**src/rtl/fetch_queue.sv**
```systemverilog
// Instruction prefetch queue between fetch and the Decode pipeline register.
// Circular buffer of {instr, pc, pc+4} triples, cleared on a taken branch/jump.
module fetch_queue #(
  parameter int          XLEN  = 32,
  parameter int          DEPTH = 4,
  parameter logic [31:0] NOP   = 32'h00000013
) (
  input  logic                       clk,
  input  logic                       reset,
  input  logic                       flush,
  input  logic                       enq_valid,
  output logic                       enq_ready,
  input  logic [XLEN-1:0]            enq_instr,
  input  logic [XLEN-1:0]            enq_pc,
  input  logic [XLEN-1:0]            enq_pcplus4,
  output logic                       deq_valid,
  input  logic                       deq_ready,
  output logic [XLEN-1:0]            deq_instr,
  output logic [XLEN-1:0]            deq_pc,
  output logic [XLEN-1:0]            deq_pcplus4,
  output logic [$clog2(DEPTH):0]     count
);

  localparam int PW = $clog2(DEPTH);
  localparam int CW = PW + 1;
  localparam int EW = 3 * XLEN;
  localparam logic [CW-1:0] FULL = CW'(DEPTH);

  logic [EW-1:0] storage [DEPTH];
  logic [PW-1:0] head;
  logic [PW-1:0] tail;
  logic [CW-1:0] occupancy;
  logic          enq_fire;
  logic          deq_fire;
  logic [EW-1:0] head_entry;

  // Ready/valid come from registered occupancy only, so no comb path crosses the queue.
  assign enq_ready = (occupancy != FULL);
  assign deq_valid = (occupancy != '0);
  assign enq_fire  = enq_valid & enq_ready;
  assign deq_fire  = deq_valid & deq_ready;
  assign count     = occupancy;

  always_ff @(posedge clk or negedge reset) begin
    if (!reset) begin
      head      <= '0;
      tail      <= '0;
      occupancy <= '0;
    end else if (flush) begin
      head      <= '0;
      tail      <= '0;
      occupancy <= '0;
    end else begin
      if (enq_fire) tail <= tail + PW'(1);
      if (deq_fire) head <= head + PW'(1);
      case ({enq_fire, deq_fire})
        2'b10:   occupancy <= occupancy + CW'(1);
        2'b01:   occupancy <= occupancy - CW'(1);
        default: occupancy <= occupancy;
      endcase
    end
  end

  // Storage is deliberately not reset; the empty-forcing below hides stale contents.
  always_ff @(posedge clk) begin
    if (enq_fire && !flush) begin
      storage[tail] <= {enq_instr, enq_pc, enq_pcplus4};
    end
  end

  assign head_entry = storage[head];

  always_comb begin
    deq_instr   = XLEN'(NOP);
    deq_pc      = '0;
    deq_pcplus4 = '0;
    if (deq_valid) begin
      deq_instr   = head_entry[3*XLEN-1:2*XLEN];
      deq_pc      = head_entry[2*XLEN-1:XLEN];
      deq_pcplus4 = head_entry[XLEN-1:0];
    end
  end

endmodule

```
**config.mk**
```make
export PLATFORM = sky130hd
export DESIGN_NAME = fetch_queue
export DESIGN_NICKNAME = d
export VERILOG_FILES = /design/src/rtl/fetch_queue.sv
export SDC_FILE = /design/constraint.sdc
export NUM_CORES = 1
export LEC_CHECK = 0
export ABC_AREA = 1
export BUFFER_PORTS_ARGS = -buffer_cell sky130_fd_sc_hd__buf_2
export CAP_MARGIN = 25
export CORE_MARGIN = 8
export CORE_UTILIZATION = 55
export CTS_CLUSTER_SIZE = 30
export DETAILED_ROUTE_END_ITERATION = 6
export MAX_ROUTING_LAYER = met4
export PLACE_DENSITY = 0.77
export SYNTH_ARGS = -nofsm -noshare
export SYNTH_HDL_FRONTEND = slang
export SYNTH_SLANG_ARGS = --single-unit
export TNS_END_PERCENT = 100
```
**constraint.sdc**
```tcl
create_clock -name clk -period 7.23 [get_ports clk]
set_input_delay 1.0845 -clock clk [delete_from_list [all_inputs] [get_ports clk]]
set_output_delay 1.0845 -clock clk [all_outputs]
set_load 0.03 [all_outputs]
```
==> results.cfg, run 1 <==
[sta]
finClkSkew_ns = 0.0140
fin_ws_ns = 2.66
hold_viol = 0
worst_slew_margin_rel = 0.392
min_period_ns = 4.57
whs_ns = 0.406
timing.fmax_ghz = 0.219
rsz0062_at_grt = no
worst_pin_slew_ns = 0.913
setup_violations = 0
finalCritPeriodShare = 0.632
maxSlewViolCount = 0
tns_ns = 0

[clock_network]
cts_buffers = 39
clkSinkCount = 391
cts.clk_slew.worst_paths_ns = 0.06
tritoncts = built
clock-root-buffer = clkbuf_16
hold_buffers = 0
htreeDepth = 2
insertion_delay_ns = 0.51
cts_resized = 0
max-clock-path-buffers = 3
post_cts_buffers = 0

[placement]
placed_cells = 1718
dp_slack_ns = 3.20
hpwl_um = 19500
gp_congestion = 0.763
port-buffer-count = 201

[global_route]
grt_busiest_layer = met2
first_global_vias = 9967
grt.total_usage = 0.205
grt.met1_usage = 0.256
grt_max_degree = 78
overflow = 0
antenna_found_initial = 3
grt_pass1_wl_um = 53000
use_met3 = 0.0360
grt_use_met2 = 0.345

[drt]
vias = 9779
drc = 0
wl_per_cell_um = 18.9
firstDrtPassIters = 5
drt_wl_total_um = 33900
viasPerCell = 5.45
dr.first_iter.drc_count = 902
ant_nets = 0

[final_layout]
layout_commonest_cell = edfxtp_1
area.growth.synth_to_final_pct = 15.5
fin_util = 0.644
fillCellCount = 2011
num-nets-final = 1487
layout-drive-gt1-share = 0.198
layout_common_cells = edfxtp_1 (384), nor2_1 (374), buf_2 (201), o21ai_0 (148), a21oi_1 (101)
final_cells = 1795

[synth]
synthCells = 1199
post_synth_main_area_contributors = edfxtp_1 (75%), nor2_1 (9.2%), o21ai_0 (4.8%), a21oi_1 (3.3%), buf_6 (1.7%)
yosysSeqAreaShare = 0.757
yosysTopAreaCell = edfxtp_1
synth_area_per_cell_um2 = 12.9
synth_cell_types = 24
yosys.area.top_type_share = 0.746
synth_warnings = 0
synth-seq-cells = 391
syn_area_um2 = 15500
synth_nets = 1305

[floorplan]
io_pins = 202
die_area_um2 = 33700
core_um2 = 27700
initial_core_util = 0.558
row_count = 61
die_w_um = 184
die_y_um = 184

[critical_path]
endpoint_kind = output pin
slowest_stage = clkinv_2
critPathMaxFanout = 51
cp-startpoint = head[1]
critPathRequiredTime_ns = 6.15
arrival_ns = 3.49
r2r_start = count[0]
path_cells = clkinv_2 > buf_4 > nor2_1 > o21ai_0 > a21oi_1 > buf_2
crit_path_max_incr_delay_ns = 0.79
critical_path_class = reg -> out
start_kind = flip-flop

[flow_run]
maxCapViolCount = 0

[pwr]
peakVddDrop_mv = 0.285
p_leak_nw = 6.44
pwr_density_cell_nw_per_um2 = 389

[status]
status = finished clean

[worst_hold_path]
hold_class = in -> async
==> cells in the mapped netlist <==
| master | count |
|---|---|
| a21oi_1 | 101 |
| nand2_1 | 27 |
| xnor2_1 | 1 |
| nand4_1 | 3 |
| nand3_1 | 6 |
| a21oi_2 | 1 |
| nor2_4 | 1 |
| inv_2 | 3 |
| o21ai_1 | 44 |
| buf_4 | 12 |
| o21ai_0 | 148 |
| ha_1 | 4 |
| clkbuf_1 | 14 |
| buf_1 | 3 |
| nand2_4 | 1 |
| xor2_1 | 1 |
| buf_2 | 11 |
| buf_6 | 24 |
| nor2_1 | 378 |
| inv_1 | 12 |
| dfrtp_1 | 7 |
| clkbuf_2 | 12 |
| fa_1 | 1 |
| edfxtp_1 | 384 |
==> layout make-up <==
type,count,area (um^2),area share
sequential,391,11700,0.656
clock inverter,17,156,0.00876
tap,378,473,0.0265
multi-input combinational,717,3180,0.178
timing repair buffer,217,1170,0.0653
antenna,6,15.0,0.000841
clock buffer,54,1080,0.0608
inverter,15,61.3,0.00343
==> metal layers <==
metal / part of all wire / wire, um
met4: 0.018 / 622
met1: 0.41 / 13800
met5: 0 / 0
met3: 0.081 / 2730
met2: 0.49 / 16700
==> final timing paths <==
check | slack, ns | endpoint | depth (start not counted)
worst max-delay path | 2.66 | deq_pc[11] | 6
worst min-delay path | 0.41 | head[0] | 1
worst max register to register | 4.48 | storage[2][69] | 6
worst min register to register | 0.66 | count[1] | 2
max in group asynchronous | 6.63 | head[1] | 1
min in group clk | 0.66 | count[1] | 2
==> critical path, delay by kind of cell (launching register included) <==
kind / cells / cell delay, ns
simple gates: 1 / 0.16
flops: 1 / 0.73
compound gates: 2 / 0.35
buf+inv: 3 / 1.68
==> flip-flops by register name (all words and copies together), names as in the netlist <==
register and flops:
head 2, storage 384, tail 2, count 3
==> cells by family after synthesis <==
kind of cell,share of synthesized area
simple gates,0.103
flops,0.757
compound gates,0.0954
buf+inv,0.0385
fa+ha+maj,0.00453
xor+xnor,0.00113
==> where the power goes <==
part	internal [W]	leakage, nW	switching [W]
Combinational	0.000560	2.26	0.00173
Sequential	0.00263	3.58	0.0000773
Clock	0.00116	0.601	0.000794
==> metrics by stage <==
stage / power (W) / cell area [um^2]
2_1_floorplan: 0.00446 / 15500
3_3_place_gp: 0.00502 / 16500
3_5_place_dp: 0.00506 / 16600
4_1_cts: 0.00701 / 17800
5_1_grt: 0.00727 / 17800
6_report: 0.00695 / 17900
Note: power is estimated with default switching activity, not from simulation.
==> run 2, diff against run 1 <==
--- a/config.mk
+++ b/config.mk
@@ -5,7 +5,7 @@
 export SDC_FILE = /design/constraint.sdc
 export NUM_CORES = 1
 export LEC_CHECK = 0
-export ABC_AREA = 1
+export ABC_AREA = 0
 export BUFFER_PORTS_ARGS = -buffer_cell sky130_fd_sc_hd__buf_2
 export CAP_MARGIN = 25
 export CORE_MARGIN = 8
==> constraint.sdc (replaced) <==
create_clock -name clk -period 4.5 [get_ports clk]
set_input_delay 0.675 -clock clk [delete_from_list [all_inputs] [get_ports clk]]
set_output_delay 0.675 -clock clk [all_outputs]
set_load 0.03 [all_outputs]
==> results.cfg, run 2 <==
[final_layout]
layout-drive-gt1-share = 0.399
layout_commonest_cell = edfxtp_1
num-nets-final = 999
area.growth.synth_to_final_pct = 17.6
top_register = storage
layout_common_cells = edfxtp_1 (384), buf_2 (201), mux4_2 (96), and2_1 (93), clkbuf_16 (41)
largest_register_ffs = 384
final_cells = 1269
final_cell_area_um2 = 17600

[global_route]
grt_max_degree = 97
antenna_found_initial = 8
overflow = 0
grt_pass1_wl_um = 44300
grt.total_usage = 0.180
first_global_vias = 7859

[drt]
dr.first_iter.drc_count = 380
drc = 0
wl_per_cell_um = 22.7
vias = 7149
ant_nets = 0
firstDrtPassIters = 5
drt_wl_total_um = 28900
viasPerCell = 5.63

[clock_network]
cts.clk_slew.worst_paths_ns = 0.06
post_cts_buffers = 0
cts_buffers = 39
insertion_delay_ns = 0.50
clkSinkCount = 391
max-clock-path-buffers = 3
clock-root-buffer = clkbuf_16
tritoncts = built
cts_resized = 0
htreeDepth = 2

[critical_path]
r2r_start = count[0]
slowest_stage = dfrtp_4
endpoint_kind = output pin
critical_path_class = reg -> out
path_cells = buf_4 > mux4_2 > and2_1 > buf_2
ff2ff_path_depth = 10
crit_path_max_incr_delay_ns = 1.00
start_kind = flip-flop
rrSetupSlack_ns = 1.74
reg2reg_to = count[1]
critPathRequiredTime_ns = 3.83
arrival_ns = 2.79
critPathMaxFanout = 44

[placement]
placed_cells = 1191
hpwl_um = 17300
gp_congestion = 0.739
port-buffer-count = 201
place_area_um2 = 16400

[synth]
synth_cell_types = 32
synth_area_per_cell_um2 = 22.3
yosysTopAreaCell = edfxtp_1
synth_ff_type = edfxtp_1
yosysSeqAreaShare = 0.780
synth_commonest_cells = edfxtp_1 (384), and2_1 (97), mux4_2 (96), clkbuf_1 (17), buf_2 (13)
synth_enable_flop_cells = 384
synth.most_common_cell = edfxtp_1
synthCells = 673
yosys.area.top_type_share = 0.768
post_synth_main_area_contributors = edfxtp_1 (77%), mux4_2 (14%), and2_1 (4.0%), dfrtp_1 (1.2%), buf_2 (0.43%)
async_reset_ff_frac = 0.0179
syn_area_um2 = 15000
synth_nets = 779
synth-seq-cells = 391
synth_warnings = 0

[sta]
whs_ns = 0.381
hold_viol = 0
timing.fmax_ghz = 0.288
maxSlewViolCount = 0
tns_ns = 0
setup_violations = 0
rsz0062_at_grt = no
worst_pin_slew_ns = 0.877
worst_slew_margin_rel = 0.415
min_period_ns = 3.47
finClkSkew_ns = 0.00980
finalCritPeriodShare = 0.771

[floorplan]
die_w_um = 181
die_area_um2 = 32800
die_y_um = 181
core_um2 = 26900
row_count = 60
initial_core_util = 0.558
io_pins = 202

[worst_hold_path]
min_to = storage[2][21]
hp-start = enq_pcplus4[21]
hold_class = in -> reg
holdPathStages = 1

[pwr]
p_leak_nw = 6.06
peakVddDrop_mv = 0.358
pwr_density_cell_nw_per_um2 = 489

[status]
status = finished clean

[flow_run]
maxCapViolCount = 0
[run 2: metrics by stage]
stage | total power [W] | setup WS, ns | utilization
6_report | 0.00863 | 1.03 | 0.657
5_1_grt | 0.00895 | 0.810 | 0.657
4_1_cts | 0.00871 | 0.822 | 0.655
3_5_place_dp | 0.00576 | 1.38 | 0.611
3_3_place_gp | 0.00574 | 1.49 | 0.611
2_1_floorplan | 0.00532 | 0.494 | -
[run 2: worst max path at each step]
| stage | startpoint | endpoint |
|---|---|---|
| finish | head[0] | deq_instr[12] |
| global route | head[0] | deq_pcplus4[30] |
| CTS | count[0] | deq_pcplus4[21] |
| detailed placement | count[0] | deq_pcplus4[21] |
| global placement | count[0] | deq_pcplus4[22] |
| floorplan | count[2] | storage[0][0] |
[run 2: layout make-up]
class,count,area [um^2]
timing repair buffer,215,1210
antenna,8,20.0
inverter,3,11.3
sequential,391,11700
fill,1825,9230
clock buffer,54,1070
tap,341,427
clock inverter,14,87.6
multi-input combinational,243,3100
[run 2: repair_timing]
action	CTS	global route
hold endpoints to repair	7	0
setup endpoints to repair	0	0
hold buffers	1	0
[run 2: where the power goes]
part | internal [W] | switching, W | leakage (nW)
logic | 0.000568 | 0.000879 | 1.91
clock network | 0.00172 | 0.00123 | 0.572
registers | 0.00414 | 0.0000896 | 3.58
[run 2: worst max-delay path, delay by kind of cell (launching register included)]
| kind | cells | cell delay [ns] |
|---|---|---|
| flip-flops | 1 | 1.00 |
| AND/OR/NAND/NOR | 1 | 0.18 |
| buffers and inverters | 2 | 0.55 |
| multiplexers | 1 | 0.54 |
[run 2: kinds of logic after synthesis]
group           after synthesis  share of synthesized area
buf+inv                      39                     0.0140
fa+ha+maj                     5                    0.00467
compound gates               11                    0.00467
simple gates                127                     0.0503
xor+xnor                      4                    0.00233
flops                       391                      0.780
mux                          96                      0.144
[run 2: routing by layer]
layer	up-vias	part of all wire	global-route usage
li1	3190	-	-
met3	33	0.084	0.0584
met2	249	0.51	0.294
met4	0	0.013	0.0367
met5	-	0	-
met1	3677	0.40	0.219
==> run 3, diff against run 2 <==
--- a/config.mk
+++ b/config.mk
@@ -9,11 +9,11 @@
 export BUFFER_PORTS_ARGS = -buffer_cell sky130_fd_sc_hd__buf_2
 export CAP_MARGIN = 25
 export CORE_MARGIN = 8
-export CORE_UTILIZATION = 55
+export CORE_UTILIZATION = 52
 export CTS_CLUSTER_SIZE = 30
 export DETAILED_ROUTE_END_ITERATION = 6
 export MAX_ROUTING_LAYER = met4
-export PLACE_DENSITY = 0.77
+export PLACE_DENSITY = 0.76
 export SYNTH_ARGS = -nofsm -noshare
 export SYNTH_HDL_FRONTEND = slang
 export SYNTH_SLANG_ARGS = --single-unit
==> constraint.sdc (replaced) <==
create_clock -name clk -period 2.9 [get_ports clk]
set_input_delay 0.435 -clock clk [delete_from_list [all_inputs] [get_ports clk]]
set_output_delay 0.435 -clock clk [all_outputs]
set_load 0.03 [all_outputs]
==> results.cfg, run 3 (same netlist as run 2, synthesis figures left out) <==
[status]
status = finished clean

[final_layout]
layout-drive-gt1-share = 0.409
area.growth.synth_to_final_pct = 18.6
largest_register_ffs = 384
regArea_um2 = 11700
fillCellCount = 2018
top_register = storage
num-nets-final = 1004
layout_commonest_cell = edfxtp_1
multiInputGateArea_um2 = 3100
layout_common_cells = edfxtp_1 (384), buf_2 (201), mux4_2 (96), and2_1 (93), clkbuf_16 (41)

[placement]
hpwl_um = 17200
gp_congestion = 0.731
port-buffer-count = 201

[sta]
tns_ns = 0
timing.fmax_ghz = 0.363
finClkSkew_ns = 0.0101
setup_violations = 0
hold_viol = 0
finalCritPeriodShare = 0.949
rsz0062_at_grt = no
worst_slew_margin_rel = 0.569
maxSlewViolCount = 0
min_period_ns = 2.75
worst_pin_slew_ns = 0.646

[clock_network]
tritoncts = built
cts.clk_slew.worst_paths_ns = 0.06
post_cts_buffers = 0
htreeDepth = 2
insertion_delay_ns = 0.51
clkSinkCount = 391
clock-root-buffer = clkbuf_16
max-clock-path-buffers = 3
cts_buffers = 40

[critical_path]
critical_path_class = reg -> out
endpoint_kind = output pin
critPathRequiredTime_ns = 2.47
start_kind = flip-flop
arrival_ns = 2.32
ff2ff_path_depth = 9
critPathMaxFanout = 57
reg2reg_to = count[1]
rrSetupSlack_ns = 0.73
r2r_start = count[1]

[floorplan]
row_count = 62
die_y_um = 186
core_um2 = 28500
die_w_um = 186
io_pins = 202
initial_core_util = 0.526
die_area_um2 = 34600

[global_route]
grt.total_usage = 0.171
grt_max_degree = 69
antenna_found_initial = 2
overflow = 0
grt_pass1_wl_um = 43900
first_global_vias = 7868

[pwr]
pwr_density_cell_nw_per_um2 = 764
internal-power_w = 0.0102
p_leak_nw = 6.12
p_sw_w = 0.00345
power_frac_comb = 0.170
p_clk_frac = 0.354
finalPower_w = 0.0136
peakVddDrop_mv = 0.558
swShare = 0.253
p_seq_frac = 0.477

[drt]
dr.first_iter.drc_count = 380
ant_nets = 0
wl_per_cell_um = 21.7
drt_wl_total_um = 28500
drc = 0
vias = 7131
firstDrtPassIters = 4
viasPerCell = 5.43

[worst_hold_path]
min_to = storage[3][40]
hold_class = in -> reg
holdPathStages = 1
hp-start = enq_pc[8]

[flow_run]
maxCapViolCount = 0
[run 3: changes by cell type in the layout (fill, tap and decap cells not counted)]
cell,previous run,this run
buf_12,6,7
buf_4,6,9
bufinv_16,1,3
clkbuf_1,13,9
clkinv_2,7,10
clkinvlp_4,0,2
diode_2,8,2
nor2_1,9,8
nor2_2,0,1
[run 3: cell type report]
cell class | instances | share of cell area
Sequential cell | 391 | 0.658
Timing Repair Buffer | 219 | 0.0703
Clock buffer | 50 | 0.0595
Clock inverter | 21 | 0.00998
Tap cell | 384 | 0.0270
Inverter | 3 | 0.000633
Antenna cell | 2 | 0.000281
Multi-Input combinational cell | 243 | 0.174
[run 3: what timing repair did]
item | 4_1_cts | 5_1_grt
resized for setup | 0 | 2
hold buffers | 1 | 0
endpoints found under the setup margin | 0 | 12
hold endpoints to repair | 7 | 0
[run 3: metal layers]
layer	global-route usage	up-vias	wire [um]
met5	-	-	0
met1	0.208	3699	11600
met2	0.292	200	14800
met4	0.0467	0	502
met3	0.0340	40	1570
li1	-	3192	-
[run 3: metrics by stage]
| stage | hold slack (ns) | instances | utilization | setup WS [ns] | cell area [um^2] |
|---|---|---|---|---|---|
| floorplan | 0.139 | 673 | - | -0.0395 | 15000 |
| global placement | 0.280 | 1239 | 0.579 | 0.627 | 16500 |
| detailed placement | 0.282 | 1239 | 0.579 | 0.618 | 16500 |
| CTS | 0.109 | 1311 | 0.623 | 0.0572 | 17800 |
| global route | 0.108 | 1313 | 0.624 | 0.0119 | 17800 |
| finish | 0.135 | 1313 | 0.624 | 0.149 | 17800 |
[run 3: worst max-delay path: stages (launching register included)]
cell and delay, ns:
dfrtp_4 0.46, buf_16 0.36, mux4_2 0.57, and2_1 0.19, buf_2 0.18
[run 3: power by group through the flow]
stage                     sequential [W]  clock (W)  combinational, W
after floorplan                  0.00660          0           0.00164
after CTS                        0.00648    0.00492           0.00237
final                            0.00648    0.00481           0.00231
after global placement           0.00659          0           0.00234
after global routing             0.00650    0.00514           0.00249
after detailed placement         0.00660          0           0.00236
[run 3: worst max path at each step]
stage | startpoint | end | slack, ns | depth (start not counted)
floorplan | count[2] | storage[0][0] | -0.04 | 5
global placement | head[0] | deq_pc[11] | 0.63 | 4
detailed placement | head[0] | deq_instr[2] | 0.62 | 4
CTS | head[0] | deq_pcplus4[22] | 0.06 | 4
global route | head[0] | deq_pc[27] | 0.01 | 4
finish | head[0] | deq_pcplus4[22] | 0.15 | 4
